==> config.mk <==
export PLATFORM = sky130hd
export DESIGN_NAME = filter_frame_writer_flat
export DESIGN_NICKNAME = d
export VERILOG_FILES = /design/src/rtl/filter_frame_writer_if.sv /design/src/rtl/filter_frame_writer.sv /design/src/flat_wrapper.sv
export SDC_FILE = /design/constraint.sdc
export NUM_CORES = 1
export LEC_CHECK = 0
export CAP_MARGIN = 10
export CORE_MARGIN = 4
export CORE_UTILIZATION = 55
export DETAILED_ROUTE_END_ITERATION = 6
export GPL_ROUTABILITY_DRIVEN = 0
export PLACE_DENSITY = 0.76
export RECOVER_POWER = 25
export SLEW_MARGIN = 40
export SYNTH_ARGS = -nofsm -noshare
export SYNTH_HDL_FRONTEND = slang
export SYNTH_SLANG_ARGS = --single-unit
==> constraint.sdc <==
create_clock -name clk -period 3.3 [get_ports clk]
set_input_delay 0.825 -clock clk [delete_from_list [all_inputs] [get_ports clk]]
set_output_delay 0.825 -clock clk [all_outputs]
set_load 0.02 [all_outputs]
==> src/rtl/filter_frame_writer_if.sv <==
// Bus bundle for filter_frame_writer.
//   data_in / data_in_valid : signed kernel result stream into the writer
//   wr_en / wr_addr / wr_data: frame RAM write port out of the writer
// slave  = writer side, master = producer / RAM side.
interface filter_frame_writer_if #(
  parameter int WIDTH     = 8,
  parameter int IN_WIDTH  = 12,
  parameter int ADDR_BITS = 18
);
  logic [IN_WIDTH-1:0]  data_in;
  logic                 data_in_valid;
  logic                 wr_en;
  logic [ADDR_BITS-1:0] wr_addr;
  logic [WIDTH-1:0]     wr_data;

  modport slave (
    input  data_in, data_in_valid,
    output wr_en, wr_addr, wr_data
  );

  modport master (
    output data_in, data_in_valid,
    input  wr_en, wr_addr, wr_data
  );
endinterface

==> src/rtl/filter_frame_writer.sv <==
// Sink end of the sharpening pipeline. Clamps each signed interior result to
// WIDTH bits and writes it at (row+1, col+1) of the output frame, then fills
// the one-pixel border with BORDER_VAL and pulses frame_done.
// Ports:
//   clk, reset    : clock, synchronous active-high reset
//   start         : arms one frame (IDLE only)
//   bus (slave)   : data_in/data_in_valid in, wr_en/wr_addr/wr_data out
//   busy          : frame in progress (INTERIOR/BORDER)
//   frame_done    : one-cycle completion pulse
//   overflow_err  : sticky, input seen outside INTERIOR
module filter_frame_writer #(
  parameter int                WIDTH      = 8,
  parameter int                IN_WIDTH   = 12,
  parameter int                ROWS       = 512,
  parameter int                COLS       = 512,
  parameter int                ADDR_BITS  = 18,
  parameter logic [WIDTH-1:0]  BORDER_VAL = '0
) (
  input  logic                   clk,
  input  logic                   reset,
  input  logic                   start,
  filter_frame_writer_if.slave   bus,
  output logic                   busy,
  output logic                   frame_done,
  output logic                   overflow_err
);
  typedef enum logic [1:0] {IDLE, INTERIOR, BORDER, DONE} state_e;
  typedef enum logic [1:0] {B_TOP, B_BOT, B_SIDE} bphase_e;

  localparam logic [ADDR_BITS-1:0] C_LAST    = ADDR_BITS'(COLS - 3);
  localparam logic [ADDR_BITS-1:0] R_LAST    = ADDR_BITS'(ROWS - 3);
  localparam logic [ADDR_BITS-1:0] COLS_A    = ADDR_BITS'(COLS);
  localparam logic [ADDR_BITS-1:0] FIRST_PIX = ADDR_BITS'(COLS + 1);
  localparam logic [ADDR_BITS-1:0] TOP_LAST  = ADDR_BITS'(COLS - 1);
  localparam logic [ADDR_BITS-1:0] BOT_FIRST = ADDR_BITS'((ROWS - 1) * COLS);
  localparam logic [ADDR_BITS-1:0] BOT_LAST  = ADDR_BITS'(ROWS * COLS - 1);
  localparam logic [ADDR_BITS-1:0] SIDE_LAST = ADDR_BITS'((ROWS - 1) * COLS - 1);

  state_e               state_q, state_d;
  bphase_e              bph_q, bph_d;
  logic [ADDR_BITS-1:0] row_q, row_d, col_q, col_d;
  logic [ADDR_BITS-1:0] pix_base_q, pix_base_d;   // (row+1)*COLS+1
  logic [ADDR_BITS-1:0] bd_addr_q, bd_addr_d;
  logic                 side_right_q, side_right_d;
  logic                 bend_q, bend_d;            // last border write issued
  logic                 wr_en_q, wr_en_d;
  logic [ADDR_BITS-1:0] wr_addr_q, wr_addr_d;
  logic [WIDTH-1:0]     wr_data_q, wr_data_d;
  logic                 err_q, err_d;
  logic [WIDTH-1:0]     clamped;

  // Negative -> 0, any set bit above WIDTH -> all ones, else low bits.
  always_comb begin
    if (bus.data_in[IN_WIDTH-1])                 clamped = '0;
    else if (|bus.data_in[IN_WIDTH-2:WIDTH])     clamped = '1;
    else                                         clamped = bus.data_in[WIDTH-1:0];
  end

  always_comb begin
    state_d      = state_q;
    bph_d        = bph_q;
    row_d        = row_q;
    col_d        = col_q;
    pix_base_d   = pix_base_q;
    bd_addr_d    = bd_addr_q;
    side_right_d = side_right_q;
    bend_d       = bend_q;
    wr_en_d      = 1'b0;
    wr_addr_d    = wr_addr_q;
    wr_data_d    = wr_data_q;
    err_d        = err_q;
    case (state_q)
      IDLE: begin
        if (start) begin
          state_d    = INTERIOR;
          row_d      = '0;
          col_d      = '0;
          pix_base_d = FIRST_PIX;
          err_d      = 1'b0;
        end
        // set wins over the start clear
        if (bus.data_in_valid) err_d = 1'b1;
      end
      INTERIOR: begin
        if (bus.data_in_valid) begin
          wr_en_d   = 1'b1;
          wr_addr_d = pix_base_q + col_q;
          wr_data_d = clamped;
          if (col_q == C_LAST) begin
            col_d      = '0;
            row_d      = row_q + 1'b1;
            pix_base_d = pix_base_q + COLS_A;
            if (row_q == R_LAST) begin
              state_d      = BORDER;
              bph_d        = B_TOP;
              bd_addr_d    = '0;
              side_right_d = 1'b0;
              bend_d       = 1'b0;
            end
          end else begin
            col_d = col_q + 1'b1;
          end
        end
      end
      BORDER: begin
        if (bus.data_in_valid) err_d = 1'b1;
        // One drain cycle after the last issue so DONE follows its appearance.
        if (bend_q) begin
          state_d = DONE;
        end else begin
          wr_en_d   = 1'b1;
          wr_addr_d = bd_addr_q;
          wr_data_d = BORDER_VAL;
          case (bph_q)
            B_TOP: begin
              if (bd_addr_q == TOP_LAST) begin
                bd_addr_d = BOT_FIRST;
                bph_d     = B_BOT;
              end else bd_addr_d = bd_addr_q + 1'b1;
            end
            B_BOT: begin
              if (bd_addr_q == BOT_LAST) begin
                bd_addr_d    = COLS_A;
                bph_d        = B_SIDE;
                side_right_d = 1'b0;
              end else bd_addr_d = bd_addr_q + 1'b1;
            end
            default: begin
              // left edge r*COLS, then right edge r*COLS+COLS-1
              if (!side_right_q) begin
                bd_addr_d    = bd_addr_q + (COLS_A - 1'b1);
                side_right_d = 1'b1;
              end else if (bd_addr_q == SIDE_LAST) begin
                bend_d = 1'b1;
              end else begin
                bd_addr_d    = bd_addr_q + 1'b1;
                side_right_d = 1'b0;
              end
            end
          endcase
        end
      end
      default: begin
        if (bus.data_in_valid) err_d = 1'b1;
        state_d = IDLE;
      end
    endcase
  end

  always_ff @(posedge clk) begin
    if (reset) begin
      state_q      <= IDLE;
      bph_q        <= B_TOP;
      row_q        <= '0;
      col_q        <= '0;
      pix_base_q   <= '0;
      bd_addr_q    <= '0;
      side_right_q <= 1'b0;
      bend_q       <= 1'b0;
      wr_en_q      <= 1'b0;
      wr_addr_q    <= '0;
      wr_data_q    <= '0;
      err_q        <= 1'b0;
    end else begin
      state_q      <= state_d;
      bph_q        <= bph_d;
      row_q        <= row_d;
      col_q        <= col_d;
      pix_base_q   <= pix_base_d;
      bd_addr_q    <= bd_addr_d;
      side_right_q <= side_right_d;
      bend_q       <= bend_d;
      wr_en_q      <= wr_en_d;
      wr_addr_q    <= wr_addr_d;
      wr_data_q    <= wr_data_d;
      err_q        <= err_d;
    end
  end

  assign bus.wr_en    = wr_en_q;
  assign bus.wr_addr  = wr_addr_q;
  assign bus.wr_data  = wr_data_q;
  assign busy         = (state_q == INTERIOR) || (state_q == BORDER);
  assign frame_done   = (state_q == DONE);
  assign overflow_err = err_q;
endmodule

==> src/flat_wrapper.sv <==
// flat-port wrapper written by rule: the top's interface ports become plain ports
module filter_frame_writer_flat 
#(
  parameter int                WIDTH      = 8,
  parameter int                IN_WIDTH   = 12,
  parameter int                ROWS       = 512,
  parameter int                COLS       = 512,
  parameter int                ADDR_BITS  = 18,
  parameter logic [WIDTH-1:0]  BORDER_VAL = '0
)
  (clk, reset, start, busy, frame_done, overflow_err, bus_data_in, bus_data_in_valid, bus_wr_en, bus_wr_addr, bus_wr_data);
  filter_frame_writer_if #(.WIDTH(WIDTH), .IN_WIDTH(IN_WIDTH), .ADDR_BITS(ADDR_BITS)) bus_i ();
  input  logic clk;
  input  logic reset;
  input  logic start;
  output logic busy;
  output logic frame_done;
  output logic overflow_err;
  input wire logic [$bits(bus_i.data_in)-1:0] bus_data_in;
  input wire logic [$bits(bus_i.data_in_valid)-1:0] bus_data_in_valid;
  output wire logic [$bits(bus_i.wr_en)-1:0] bus_wr_en;
  output wire logic [$bits(bus_i.wr_addr)-1:0] bus_wr_addr;
  output wire logic [$bits(bus_i.wr_data)-1:0] bus_wr_data;
  assign bus_i.data_in = bus_data_in;
  assign bus_i.data_in_valid = bus_data_in_valid;
  assign bus_wr_en = bus_i.wr_en;
  assign bus_wr_addr = bus_i.wr_addr;
  assign bus_wr_data = bus_i.wr_data;
  filter_frame_writer #(.WIDTH(WIDTH), .IN_WIDTH(IN_WIDTH), .ROWS(ROWS), .COLS(COLS), .ADDR_BITS(ADDR_BITS), .BORDER_VAL(BORDER_VAL)) u_core (.clk(clk), .reset(reset), .start(start), .bus(bus_i), .busy(busy), .frame_done(frame_done), .overflow_err(overflow_err));
endmodule
== After elaboration in Yosys (flattened, before gate mapping) ==
Cells that the tools add are included.

* Add/sub/neg operators: 6
* Eq/ne operators: 20
* Mux-type cells: 63
* Bitwise logic cells: 1
* Reduce and logical (&&, ||, !) cells: 18

{| class="wikitable"
|+ Operators with widths
! kind !! number
|-
| two-way mux 18 bit || 18
|-
| one-hot mux 18 bit (2 select lines) || 6
|-
| adder 18 x 1 -> 18 bit, second input constant || 3
|-
| == test 18 x 9 -> 1 bit, second input constant || 3
|-
| == test 18 bit, second input constant || 2
|-
| two-way mux 8 bit || 4
|-
| two-way mux 2 bit || 11
|-
| adder 18 x 10 -> 18 bit, second input constant || 1
|-
| adder 18 bit || 1
|-
| adder 18 x 9 -> 18 bit, second input constant || 1
|-
| one-hot mux 8 bit (2 select lines) || 1
|-
| two-way mux 1 bit || 15
|-
| one-hot mux 1 bit (2 select lines) || 5
|-
| AND reduction 3 bit || 3
|-
| != test 2 bit, second input constant || 4
|-
| one-hot mux 2 bit (2 select lines) || 2
|-
| AND reduction 4 bit || 2
|-
| AND reduction 8 bit || 1
|-
| nonzero test 2 bit || 4
|-
| AND reduction 7 bit || 1
|-
| != test 2 x 1 -> 1 bit, second input constant || 3
|-
| != test 3 x 2 -> 1 bit, second input constant || 2
|-
| one-hot mux 2 bit (3 select lines) || 1
|-
| AND reduction 6 bit || 1
|-
| other kinds (10) || 13
|}

* Register bits after elaboration: 106
* Input port bits: 16
* Logic and storage cells: 120

== Logic depth before layout (Yosys ltp) ==
Gate-level depths: netlist of the first run.

* Word-level depth: 6
* Depth in mapped cells: 11
* Gate-level depth less buffers: 8

== Worst setup path before layout of the first run ==
No wires, ideal clock.

* Kind: register to register
* Start point: register u_core.state_q[0]
* End point: register u_core.bd_addr_q[5]
* Setup time: 117 ps
* Data arrival time: 2,233 ps
* Data required time: 3,183 ps
* Slack: 950 ps
* Cell stages (with the launch flop): 12
* Clock period less this slack: 2,350 ps
* Cells stage by stage: dfxtp_1 inv_1 ha_1 clkbuf_1 inv_1 nand2_1 a21oi_1 clkbuf_1 and3_1 buf_2 o21ai_0 a32o_1

* Word-level cells in the longest chain between the ends: 3
* Elaborated cells on any way between the ends: 10

{| class="wikitable"
|+ Ends and longest elaborated chain
! item !! RTL line !! source
|-
| start: declaration || filter_frame_writer.sv:39 || <nowiki>state_e state_q, state_d;</nowiki>
|-
| start signal: assignment || filter_frame_writer.sv:165 || <nowiki>state_q <= state_d;</nowiki>
|-
| == test 2 bit / == test 2 x 1 -> 1 bit (equally long branches) || filter_frame_writer.sv:72 || <nowiki>case (state_q)</nowiki>
|-
| != test 5 bit (no line), or another cell as far along || - ||
|-
| AND reduction 6 bit (no line) || - ||
|-
| end signal: assignment || filter_frame_writer.sv:170 || <nowiki>bd_addr_q <= bd_addr_d;</nowiki>
|-
| end: declaration || filter_frame_writer.sv:43 || <nowiki>logic [ADDR_BITS-1:0] bd_addr_q, bd_addr_d;</nowiki>
|}

Several ways; a longest one is shown, not always the timed one.
A chain may end at the register's enable or synchronous reset.

== Worst setup path after layout of the first run ==
* Start point: input bus_data_in_valid
* End point: register u_core.row_q[1]

* Word-level cells in the longest chain between the ends: 2

{| class="wikitable"
|+ Ends and longest elaborated chain
! item !! RTL line !! source
|-
| start: declaration || flat_wrapper.sv:20 || <nowiki>input wire logic [$bits(bus_i.data_in_valid)-1:0] bus_data_in_valid;</nowiki>
|-
| != test 2 bit (no line) || - ||
|-
| AND reduction 4 bit (no line) || - ||
|-
| end signal: assignment || filter_frame_writer.sv:167 || <nowiki>row_q <= row_d;</nowiki>
|-
| end: declaration || filter_frame_writer.sv:41 || <nowiki>logic [ADDR_BITS-1:0] row_q, row_d, col_q, col_d;</nowiki>
|}

Every way passes these cells.

==> results.tsv, run 1 <==
metric	value	unit
status	finished with violations	
violations	capacitance limit, slew limit	
final_util	0.641	
internal_power	0.00221	W
dr_total_vias	5833	
holdBufCountCts	0	
core-area	10500	sq um
yosys.area.top_type	dfxtp_1	
die_area	12600	sq um
syn_area	5970	sq um
numPortBuffers	45	
powerDensity	569	nW/um^2
pwr-share-seq	0.380	
hold_viol_final	0	
relSlewSlack	-0.112	
yosysSeqAreaShare	0.328	
cts_sinks	98	
post-cts-setup-buffers	0	
yosys.area.top_type_share	0.328	
vias_per_cell	6.27	
antennaDiodeCount	0	
startpoint	bus_data_in_valid	
synth_area_leaders	dfxtp_1, nand2_1, nor2_1	
setup_tns	0	ns
power_frac_comb	0.427	
cts_root_buf	clkbuf_8	
die_w	112	microns
hold_class	reg -> reg	
synth_enable_flop_cells	0	
numCtsBuffers	9	
initial_utilization	0.571	
cp-end-kind	register	
track_usage	0.260	
synthCells	767	
synth_most_common_cell	dfxtp_1	
rsz0062_at_grt	false	
clock_skew	0.0127	ns
clockBufferDepth	2	
rows	37	
cellLeakagePower	2.36	nW
period_needed	2.79	ns
synth_seq_cells	98	
wl_per_cell	17.7	microns
antenna_found_initial	0	
tightest_slew	1.67	ns
drive_gt1_frac	0.0693	
critPathKind	in -> reg	
power.share.clock	0.193	
remaining_drc_errors	0	
r2r-start	u_core.col_q[4]	
cts_tree	built	
arrival	3.11	ns
firstDrtPassIters	5	
synthDistinctLibCells	67	
yosysWarnings	0	
cts_max_level	3	
layout.nets	827	
synthTopCellsByCount	dfxtp_1, nand2_1, nor2_1, a21oi_1, nand3_1	
io-pin-count	46	
path_clk_slew	0.09	ns
detail-route-antenna-nets	0	
holdCritStartpoint	u_core.bus.wr_addr[4]	
wl	16500	microns
vdd.ir_drop.worst	0.000354	V
swShare	0.422	
worstPathMaxFanout	16	
cp-start-kind	input port	
place_hpwl	12000	microns
cap_violations	1	
grt_pass1_wl	27600	microns
chipHeight	112	microns
p_switching	0.00161	W
grt_max_degree	39	
fmax	358	MHz
synth_ff_type	dfxtp_1	
period_share	0.847	
syn2layout_area_growth	12.4	%
cp.required	3.62	ns
grt_pass1_vias	5575	
worstSkewPairLatency	0.39	ns
gr-total-overflow	0	
cts_resized	0	
setup_violations	0	
finalPower	0.00382	W
avgSynthCellArea	7.79	sq um
async_flop_share	0	
drt_iter0_drc	524	
syn_nets	805	
fillCellCount	939	
finalMaxSlewViolations	39	
[logic make-up after synthesis]
group | after synthesis | share of synthesized area
adder cells (fa/ha/maj) | 22 | 0.0461
XOR/XNOR | 45 | 0.0660
buffers and inverters | 74 | 0.0499
multiplexers | 12 | 0.0201
AO/OA/AOI/OAI | 166 | 0.182
AND/OR/NAND/NOR | 350 | 0.308
flip-flops | 98 | 0.328
[through the flow]
step	hold WS [ns]	cells	worst slack (ns)	instance area [sq um]
detailed placement	0.445	914	0.182	6540
global route	0.471	930	0.211	6710
finish	0.451	930	0.505	6710
global placement	0.439	914	0.255	6540
floorplan	0.440	767	0.950	5970
CTS	0.458	930	0.558	6720
[cell type report]
cell class	count	area, sq um	area share
Sequential cell	98	1960	0.292
Multi-Input combinational cell	595	3730	0.556
Tap cell	136	170	0.0254
Clock inverter	4	26.3	0.00391
Clock buffer	12	145	0.0216
Inverter	18	67.6	0.0101
Timing Repair Buffer	67	607	0.0904
[cell usage in the layout (no fill, tap or decap), types with 18 or more instances in the layout]
master | netlist | layout
nand3_1 | 42 | 42
dfxtp_1 | 98 | 98
inv_1 | 18 | 18
xor2_1 | 30 | 30
nor2_1 | 78 | 78
nand4_1 | 26 | 26
a21oi_1 | 54 | 52
buf_4 | 1 | 21
nand2_1 | 84 | 84
clkdlybuf4s50_1 | 0 | 32
o21ai_0 | 31 | 31
ha_1 | 22 | 22
[critical path: stages]
cell           delay (ns)
dlygate4sd3_1        0.60
nor2b_1              0.12
nor3_2               0.58
buf_4                0.33
nand2_1              0.17
or3_1                0.34
a21oi_1              0.15
[metal layers]
| layer | wire [microns] | GRT usage | share of wire | vias up |
|---|---|---|---|---|
| met5 | 0 | 0 | 0 | - |
| met4 | 357 | 0.0777 | 0.022 | 0 |
| met3 | 945 | 0.0431 | 0.057 | 41 |
| met2 | 8180 | 0.445 | 0.50 | 206 |
| met1 | 6990 | 0.337 | 0.42 | 2773 |
| li1 | - | - | - | 2813 |
[worst paths after layout]
| kind | slack, ns | cells past startpoint | to |
|---|---|---|---|
| max | 0.51 | 7 | u_core.row_q[1] |
| min | 0.45 | 2 | u_core.bus.wr_addr[4] |
| max reg2reg | 0.56 | 7 | u_core.bd_addr_q[12] |
| min reg2reg | 0.45 | 2 | u_core.bus.wr_addr[4] |
[state kept, by name (all words and copies together) (netlist names)]
name,cells
u_core.bd_addr_q,18
u_core.bus.wr_addr,18
u_core.col_q,18
u_core.row_q,18
u_core.pix_base_q,10
u_core.bus.wr_data,8
u_core.bph_q,2
u_core.state_q,2
u_core.bend_q,1
u_core.bus.wr_en,1
u_core.overflow_err,1
u_core.side_right_q,1
[power by group through the flow]
stage | combinational [W] | clock, W | sequential, W
after detailed placement | 0.00162 | 0 | 0.00147
after global placement | 0.00158 | 0 | 0.00147
after floorplan | 0.00100 | 0 | 0.00151
after CTS | 0.00163 | 0.000743 | 0.00145
final | 0.00163 | 0.000737 | 0.00145
after global routing | 0.00179 | 0.000788 | 0.00147
No activity file was read; power rests on OpenSTA's default activity.
==> run 2, diff against run 1 <==
--- a/config.mk
+++ b/config.mk
@@ -7,7 +7,7 @@
 export LEC_CHECK = 0
 export CAP_MARGIN = 10
 export CORE_MARGIN = 4
-export CORE_UTILIZATION = 55
+export CORE_UTILIZATION = 53
 export DETAILED_ROUTE_END_ITERATION = 6
 export GPL_ROUTABILITY_DRIVEN = 0
 export PLACE_DENSITY = 0.76
==> constraint.sdc (replaced) <==
create_clock -name clk -period 2.4 [get_ports clk]
set_input_delay 0.6 -clock clk [delete_from_list [all_inputs] [get_ports clk]]
set_output_delay 0.6 -clock clk [all_outputs]
set_load 0.02 [all_outputs]
==> results.tsv, run 2 (synthesized netlist as in run 1, its figures left out) <==
metric	value	unit	change
gr-total-overflow	0		unchanged
cp.required	2.69	ns	-0.93 ns
powerDensity	820	nW/um^2	+44%
relSlewSlack	0.685		+0.797
cap_violations	0		-1
grt_pass1_wl	28700	microns	+4.3%
layout.nets	893		+8.0%
numCtsBuffers	9		unchanged
numPortBuffers	45		unchanged
antenna_found_initial	0		unchanged
fmax	433	MHz	
rows	38		+2.7%
cp_num_buf_inv	2		unchanged
period_needed	2.31	ns	
critPathSlowestCell	or4_4		
r2r_end	u_core.bd_addr_q[2]		
syn2layout_area_growth	24.6	%	
die_area	13000	sq um	+3.5%
wl	17300	microns	+5.2%
grt_max_degree	67		+72%
wl_met1	7490	microns	+7.0%
vias_per_cell	6.06		-3.4%
worstSkewPairLatency	0.36	ns	-0.03 ns
grt_pass1_vias	5839		+4.7%
cp-end-kind	register		
final_common_cell	dfxtp_1		
holdCritStartpoint	u_core.bus.wr_data[7]		
setup_slack	0.0909	ns	-0.414 ns
firstDrtPassIters	5		unchanged
path_clk_slew	0.07	ns	-0.02 ns
dr_total_vias	6059		+3.9%
crit_chain	ha_1 > nor4b_2 > nand4_1 > buf_4 > o31ai_4 > buf_6 > nand3_4 > or4_4 > a21oi_2		
r2r_cells	9		+2
multi_input_area	3800	sq um	+1.7%
place_hpwl	12600	microns	+5.3%
remaining_drc_errors	0		unchanged
critPathKind	reg -> reg		
antennaDiodeCount	0		unchanged
rsz0062_at_grt	true		
detail-route-antenna-nets	0		unchanged
clock_skew	0.00948	ns	-0.00324 ns
track_usage	0.270		+0.0103
hold_class	reg -> reg		
top_layer	met4		
worstPathMaxFanout	6		-10
ff2ff_setup_slack	0.09	ns	-0.47 ns
drt_iter0_drc	548		+4.6%
r2r-start	u_core.col_q[0]		
cts_sinks	98		unchanged
holdBufCountCts	0		unchanged
placed_cells	982		+7.4%
met3_wirelength	918	microns	-2.9%
finalMaxSlewViolations	0		-100%
cp-start-kind	register		
pre_cts_ws	-0.173	ns	-0.355 ns
arrival	2.60	ns	-0.51 ns
placed_area	7050	sq um	+7.7%
layout_common_cells	dfxtp_1, nand2_1, buf_4, nor2_1, a21oi_1		
cpPeakStageDelay	0.51	ns	-0.09 ns
dr_wl_met2	8360	microns	+2.2%
die_w	114	microns	+1.7%
setup_violations	0		unchanged
tightest_slew	0.459	ns	-1.21 ns
crit_family	simple AND/OR/NAND/NOR gates		
period_share	0.962		
fillCellCount	906		-3.5%
final_cells	1000		+7.5%
cts_tree	built		
hold_depth	2		unchanged
initial_utilization	0.546		-0.0247
vdd.ir_drop.worst	0.000496	V	+40%
clockBufferDepth	2		unchanged
holdPathEnd	u_core.bus.wr_data[7]		
cts_max_level	3		unchanged
final_util	0.681		+0.0391
hold_viol_final	0		unchanged
whs	0.452	ns	+0.00138 ns
chipHeight	114	microns	+1.7%
core-area	10900	sq um	+4.5%
wl_per_cell	17.3	microns	-2.2%
drive_gt1_frac	0.158		+0.0889
cellLeakagePower	2.83	nW	+20%
status	complete, no violations		
fin_area	7440	sq um	+11%
io-pin-count	46		unchanged
cts_root_buf	clkbuf_16		
regArea	1970	sq um	+0.19%
## run 2: cell types whose count changed in the layout (fill, tap and decap cells not counted), moves of 2 or more
cell,delta
buf_12,+2
buf_4,+62
buf_6,+2
clkbuf_16,+9
clkbuf_8,-8
clkdlybuf4s50_1,-17
dfxtp_1,-3
dfxtp_2,+3
dlygate4sd3_1,+16
ha_1,-2
nor4b_1,-2
nor4b_2,+2
or4_1,-2
or4_4,+2
## run 2: what timing repair did
item	CTS	global route
gates resized for setup	2	18
pin swaps	2	4
buffers inserted	2	0
setup endpoints to repair	21	38
## run 2: per-layer routing
layer | up-vias | GRT usage
met5 | - | 0
met4 | 0 | 0.127
met3 | 54 | 0.0349
met2 | 196 | 0.443
met1 | 2858 | 0.354
li1 | 2951 | -
## run 2: tightest hold or removal path, cell delays in order (launching register included)
cell and delay, ns:
dfxtp_1 0.30, nand2_1 0.05, a21oi_1 0.05
## run 2: metrics by stage
step / power [W] / setup TNS (ns)
global route: 0.00643 / -0.0406
detailed placement: 0.00456 / -3.71
CTS: 0.00609 / 0
finish: 0.00610 / 0
floorplan: 0.00346 / 0
global placement: 0.00449 / -0.986
## run 2: layout make-up
cell class	count	share of cell area
multi-input cells	595	0.510
repair buffers	133	0.152
clock inverters	4	0.00672
flip-flops and latches	98	0.264
inverters	18	0.00908
clock buffers	12	0.0345
well taps	140	0.0235
## run 2: how the worst max path moves through the flow
| stage | from | end | slack, ns | cells after the start |
|---|---|---|---|---|
| after floorplan | u_core.state_q[0] | u_core.bd_addr_q[5] | 0.05 | 11 |
| after global placement | bus_data_in_valid | u_core.col_q[9] | -0.09 | 8 |
| after detailed placement | bus_data_in_valid | u_core.col_q[17] | -0.17 | 7 |
| after CTS | u_core.pix_base_q[0] | u_core.bus.wr_addr[16] | 0.005 | 9 |
| after global routing | u_core.row_q[0] | u_core.bd_addr_q[2] | -0.02 | 9 |
| final | u_core.col_q[0] | u_core.bd_addr_q[2] | 0.09 | 9 |
## run 2: report_power, final
group          internal (W)  switching (W)  leakage (nW)
logic               0.00106        0.00160          1.89
clock network      0.000864       0.000651         0.145
registers           0.00181       0.000121         0.794
==> run 3, diff against run 2 <==
--- a/config.mk
+++ b/config.mk
@@ -5,7 +5,6 @@
 export SDC_FILE = /design/constraint.sdc
 export NUM_CORES = 1
 export LEC_CHECK = 0
-export CAP_MARGIN = 10
 export CORE_MARGIN = 4
 export CORE_UTILIZATION = 53
 export DETAILED_ROUTE_END_ITERATION = 6
==> results of run 3 <==
Final layout, timing and power as in run 2 (identical DEF).
